### src/rtl/teller_call.sv
// ---------------------------------------------------------------------------
// teller_call -- "now serving" caller for a three-teller bank queue.
//
// Tellers raise TELLER_REQ[i] when ready; each rising edge latches a pending
// flag. While the queue is non-empty, pending tellers are granted round-robin.
// Each grant advances the BCD ticket shown on a seven-segment display. A call
// ends in one of three ways:
//    - a customer breaks the exit beam (EXIT_SENSE rising edge);
//    - the queue empties (PCOUNT == 0), which abandons the call;
//    - the call times out after TIMEOUT_CYCLES, which is a no-show.
//
// Ports
//    CLK          system clock, rising edge
//    RESET        asynchronous reset, active low
//    TELLER_REQ   per-teller ready level
//    PCOUNT       queue occupancy
//    EXIT_SENSE   exit photocell level, 1 = beam broken
//    CALL_VALID   high while a customer is being called
//    CALL_TELLER  index of the called teller
//    TICKET       now-serving number, BCD 0..9
//    SERVE_7SEG   TICKET display {g,f,e,d,c,b,a}; blank until the first call
//    PENDING      per-teller pending-request flags
//    TIMEOUT      one-cycle pulse after a no-show
//
//  state | meaning
//  IDLE  | waiting for a pending teller and a non-empty queue
//  CALL  | customer called; waiting for exit, queue empty or timeout
// ---------------------------------------------------------------------------
module teller_call #(
    parameter int unsigned TIMEOUT_CYCLES = 16
) (
    input  logic       CLK,
    input  logic       RESET,
    input  logic [2:0] TELLER_REQ,
    input  logic [2:0] PCOUNT,
    input  logic       EXIT_SENSE,
    output logic       CALL_VALID,
    output logic [1:0] CALL_TELLER,
    output logic [3:0] TICKET,
    output logic [6:0] SERVE_7SEG,
    output logic [2:0] PENDING,
    output logic       TIMEOUT
);

    typedef enum logic {
        ST_IDLE = 1'b0,
        ST_CALL = 1'b1
    } state_t;

    localparam logic [7:0] CNT_LAST = 8'(TIMEOUT_CYCLES - 1);

    state_t     state_q, state_d;
    logic [1:0] call_teller_q, call_teller_d;
    logic [1:0] last_q, last_d;
    logic [3:0] ticket_q, ticket_d;
    logic [6:0] seg_q, seg_d;
    logic [2:0] pending_q, pending_d;
    logic       timeout_q, timeout_d;
    logic [7:0] cnt_q, cnt_d;
    logic [2:0] req_prev_q, req_prev_d;
    logic       exit_prev_q, exit_prev_d;

    logic [2:0] req_rise;
    logic       exit_rise;
    logic [2:0] call_mask;
    logic [1:0] start;
    logic [1:0] grant;
    logic       grant_found;
    logic [2:0] idx;

    function automatic logic [6:0] seg_encode(input logic [3:0] d);
        logic [6:0] s;
        case (d)
            4'd0:    s = 7'b0111111;
            4'd1:    s = 7'b0000110;
            4'd2:    s = 7'b1011011;
            4'd3:    s = 7'b1001111;
            4'd4:    s = 7'b1100110;
            4'd5:    s = 7'b1101101;
            4'd6:    s = 7'b1111101;
            4'd7:    s = 7'b0000111;
            4'd8:    s = 7'b1111111;
            4'd9:    s = 7'b1101111;
            default: s = 7'b0000000;
        endcase
        return s;
    endfunction

    always_comb begin
        req_rise  = TELLER_REQ & ~req_prev_q;
        exit_rise = EXIT_SENSE & ~exit_prev_q;

        // While calling, the called teller's own request edges are ignored.
        call_mask = 3'b000;
        if (state_q == ST_CALL) begin
            call_mask = 3'b001 << call_teller_q;
        end

        // Round-robin search starting just after the last granted teller.
        start       = (last_q == 2'd2) ? 2'd0 : last_q + 2'd1;
        grant       = 2'd0;
        grant_found = 1'b0;
        idx         = 3'd0;
        for (int k = 0; k < 3; k++) begin
            idx = {1'b0, start} + 3'(k);
            if (idx >= 3'd3) begin
                idx = idx - 3'd3;
            end
            if (!grant_found && pending_q[idx[1:0]]) begin
                grant       = idx[1:0];
                grant_found = 1'b1;
            end
        end

        state_d       = state_q;
        call_teller_d = call_teller_q;
        last_d        = last_q;
        ticket_d      = ticket_q;
        seg_d         = seg_q;
        cnt_d         = cnt_q;
        timeout_d     = 1'b0;
        req_prev_d    = TELLER_REQ;
        exit_prev_d   = EXIT_SENSE;
        pending_d     = pending_q | (req_rise & ~call_mask);

        case (state_q)
            ST_IDLE: begin
                if (pending_q != 3'b000 && PCOUNT != 3'd0) begin
                    state_d       = ST_CALL;
                    call_teller_d = grant;
                    last_d        = grant;
                    ticket_d      = (ticket_q == 4'd9) ? 4'd0 : ticket_q + 4'd1;
                    seg_d         = seg_encode(ticket_d);
                    cnt_d         = 8'd0;
                end
            end
            ST_CALL: begin
                // Exit wins over both queue-empty abort and timeout.
                if (exit_rise) begin
                    pending_d = pending_d & ~call_mask;
                    state_d   = ST_IDLE;
                end else if (PCOUNT == 3'd0) begin
                    state_d = ST_IDLE;
                end else if (cnt_q == CNT_LAST) begin
                    pending_d = pending_d & ~call_mask;
                    timeout_d = 1'b1;
                    state_d   = ST_IDLE;
                end else begin
                    cnt_d = cnt_q + 8'd1;
                end
            end
            default: state_d = ST_IDLE;
        endcase
    end

    always_ff @(posedge CLK or negedge RESET) begin
        if (!RESET) begin
            state_q       <= ST_IDLE;
            call_teller_q <= 2'd0;
            last_q        <= 2'd2;
            ticket_q      <= 4'd0;
            seg_q         <= 7'b0000000;
            pending_q     <= 3'b000;
            timeout_q     <= 1'b0;
            cnt_q         <= 8'd0;
            req_prev_q    <= 3'b000;
            exit_prev_q   <= 1'b0;
        end else begin
            state_q       <= state_d;
            call_teller_q <= call_teller_d;
            last_q        <= last_d;
            ticket_q      <= ticket_d;
            seg_q         <= seg_d;
            pending_q     <= pending_d;
            timeout_q     <= timeout_d;
            cnt_q         <= cnt_d;
            req_prev_q    <= req_prev_d;
            exit_prev_q   <= exit_prev_d;
        end
    end

    assign CALL_VALID  = (state_q == ST_CALL);
    assign CALL_TELLER = call_teller_q;
    assign TICKET      = ticket_q;
    assign SERVE_7SEG  = seg_q;
    assign PENDING     = pending_q;
    assign TIMEOUT     = timeout_q;

endmodule

### config.mk
export PLATFORM = sky130hd
export DESIGN_NAME = teller_call
export DESIGN_NICKNAME = d
export VERILOG_FILES = /design/src/rtl/teller_call.sv
export SDC_FILE = /design/constraint.sdc
export NUM_CORES = 1
export LEC_CHECK = 0
export ABC_AREA = 0
export CORE_UTILIZATION = 53
export CTS_CLUSTER_DIAMETER = 100
export DETAILED_ROUTE_END_ITERATION = 10
export HOLD_SLACK_MARGIN = 0.1
export PLACE_DENSITY = 0.79
export SETUP_SLACK_MARGIN = 0.1
export SLEW_MARGIN = 5
export SYNTH_ARGS = -nofsm -noshare
export SYNTH_HDL_FRONTEND = slang
export SYNTH_SLANG_ARGS = --single-unit
### constraint.sdc
create_clock -name CLK -period 2.2 [get_ports CLK]
set_clock_uncertainty 0.05 [all_clocks]
set_input_delay 0.66 -clock CLK [delete_from_list [all_inputs] [get_ports CLK]]
set_output_delay 0.66 -clock CLK [all_outputs]
set_load 0.005 [all_outputs]
==> metrics.txt <==
Initial DRC Count 44; antenna violations before repair 0; std cell rows 20; minimum clock period after layout 2.03 ns; Critical Path Source Type flop; htree depth 2; Leak Pwr 0.902 nW; Mapped Cells 179; most frequent cells in the layout dfrtp_1 (27), clkdlybuf4s50_1 (26), a21oi_1 (16), inv_1 (15), o21ai_0 (15); overflow left after global routing 0; Pwr Density 1360 nW/um^2; clock latency on the worst-skew pair 0.33 ns; Slew HR 73.8%; Hold WC Path Type flop to flop; first-pass GRT wire length 6020 um; Post-synth EDFFs 0; vias per cell 5.52; max-cap violations 0; crit-path cells clkdlybuf4s50_1; synthesized area per cell 9.39 sq um; Worst R2R Path Depth 7; die area 3400 sq um; TritonCTS clock tree built; Reg clk slew, reported paths 0.10 ns; FF-to-FF Start TICKET[3]; fin crit share 92.2%; outcome completed; syn_nets 193; Fin Setup TNS 0 ns; area of the core 3030 sq um; Reg2Reg Setup Slack 0.23 ns; DP Wirelength 2600 um; leading cell type in the layout, fill and taps excluded dfrtp_1; worst vdd ir 812 uV; #FFs+latches synth 31; Total Wirelength 3550 um; WHS Path Cells 2; count of different cell masters after synthesis 46; Max Clk Rate 0.493 GHz; clock root cell clkbuf_4; final estimated routing congestion in global placement 0.832; ys flop type dfrtp_1; Ys Warns 0; DIE HEIGHT 58.3 um; synth-to-layout area growth 26.6%; RSZ-0062 raised after global routing no; via count 1442; Hold EP SERVE_7SEG[1]; FFs w/ async S/R, synth 100%; Die W 58.3 um; number of port buffers 26; number of global-route vias before repair 1394; critical path depth 1; synthesized area 1680 sq um; I/O Pins 27; Reg-to-Reg End SERVE_7SEG[5]; final count of pins violating max slew 0; layout cells sized above 1 15.7%; CP Data Required Time 1.49 ns; Fin Hold WS 0.444 ns; Avg WL per Cell 13.6 um; critical path data arrival time 1.32 ns; register area share after synthesis 46.2%; crit-path max FO 6; endpoints failing hold 0; drt drc 0; DRT Pass-1 Iters 6; delay-heaviest family, CP buffers and inverters; Final Setup Violations 0; Longest Clk Path Bufs 2; worst path bufs/invs 1; CTS Buf Count 5; min-delay src SERVE_7SEG[1]; Final ANT Viol Nets 0; kind of critical path flop to output port; largest net degree at the start of global routing 32; CP peak stage delay 0.54 ns; clock sinks 31; Nets 230; # diodes 0; crit end category output port; Initial Util 55.5%; Crit-path slowest cell clkdlybuf4s50_1; Worst Max-Slew Pin Slew 0.389 ns; GRT Total Usage 23.2%
## cell usage after synthesis (3+ instances only)
cell	instances	area (sq um)
o21ai_0	15	75.1
o21ai_1	3	15.0
o31ai_1	3	22.5
buf_2	3	15.0
nand2_1	11	41.3
nand2b_1	6	37.5
ha_1	5	62.6
a31oi_1	3	18.8
clkbuf_1	3	11.3
dfrtp_1	30	751
nand3_1	6	30.0
or3_1	4	25.0
inv_1	15	56.3
a21oi_1	16	80.1
or4_1	3	22.5
nor3_1	5	25.0
nor2_1	9	33.8
o21a_1	3	22.5
## flip-flops by register name (all words and copies together) (netlist names)
| register | cells |
|---|---|
| CALL_TELLER | 2 |
| exit_prev_q | 1 |
| req_prev_q | 3 |
| TIMEOUT | 1 |
| last_q | 1 |
| TICKET | 4 |
| cnt_q | 8 |
| PENDING | 3 |
| CALL_VALID | 1 |
| SERVE_7SEG | 7 |
## metal layers
layer / track usage, % / vias up / wire length [um]
li1: - / 709 / -
met1: 29.3 / 692 / 1540
met2: 39.4 / 36 / 1810
met3: 5.49 / 5 / 154
met4: 7.48 / 0 / 38
met5: 0 / - / 0
## final cells by class
type / count / area [sq um]
Clock inverter: 1 / 7.51
Inverter: 15 / 56.3
Sequential cell: 31 / 781
Multi-Input combinational cell: 122 / 779
Clock buffer: 7 / 65.1
Fill cell: 243 / 900
Timing Repair Buffer: 41 / 384
Tap cell: 44 / 55.1
## worst max path at each step
| stage | endpoint | from | slack [ns] |
|---|---|---|---|
| finish | PENDING[1] | PENDING[1] | 0.17 |
| global route | PENDING[1] | PENDING[1] | 0.12 |
| floorplan | SERVE_7SEG[5] | TICKET[0] | 0.32 |
| CTS | TICKET[1] | TICKET[1] | 0.11 |
| global placement | cnt_q[5] | PCOUNT[1] | 0.03 |
| detailed placement | cnt_q[7] | PCOUNT[0] | -0.03 |
## kinds of logic after synthesis
kind of cell             count (synthesis)  synth area share [%]
AO/OA/AOI/OAI                           58                  21.9
multiplexers                             3                  2.16
buffers and inverters                   26                  7.44
XOR/XNOR                                 2                  1.04
AND/OR/NAND/NOR                         54                  17.6
flip-flops                              31                  46.2
adder cells (fa/ha/maj)                  5                  3.72
## power breakdown
group          internal (mW)  switching [mW]
registers              0.764           0.160
clock network          0.187           0.199
logic                  0.820           0.769
## metrics by stage
step / setup slack, ns / utilization [%] / area [sq um] / cells / power [mW]
2_1_floorplan: 0.317 / - / 1680 / 179 / 1.86
4_1_cts: 0.105 / 68.8 / 2080 / 256 / 2.83
6_report: 0.172 / 70.3 / 2130 / 261 / 2.90
5_1_grt: 0.123 / 70.3 / 2130 / 261 / 3.14
3_3_place_gp: 0.0294 / 66.2 / 2000 / 248 / 2.36
3_5_place_dp: -0.0283 / 66.2 / 2000 / 248 / 2.42
## timing repair
action,CTS,global route
cloned,0,0
setup buffers,0,5
resized for setup,3,3
endpoints found under the setup margin,3,6
hold endpoints to repair,0,0
hold buffers,0,0
(Power assumes the default switching activity.)
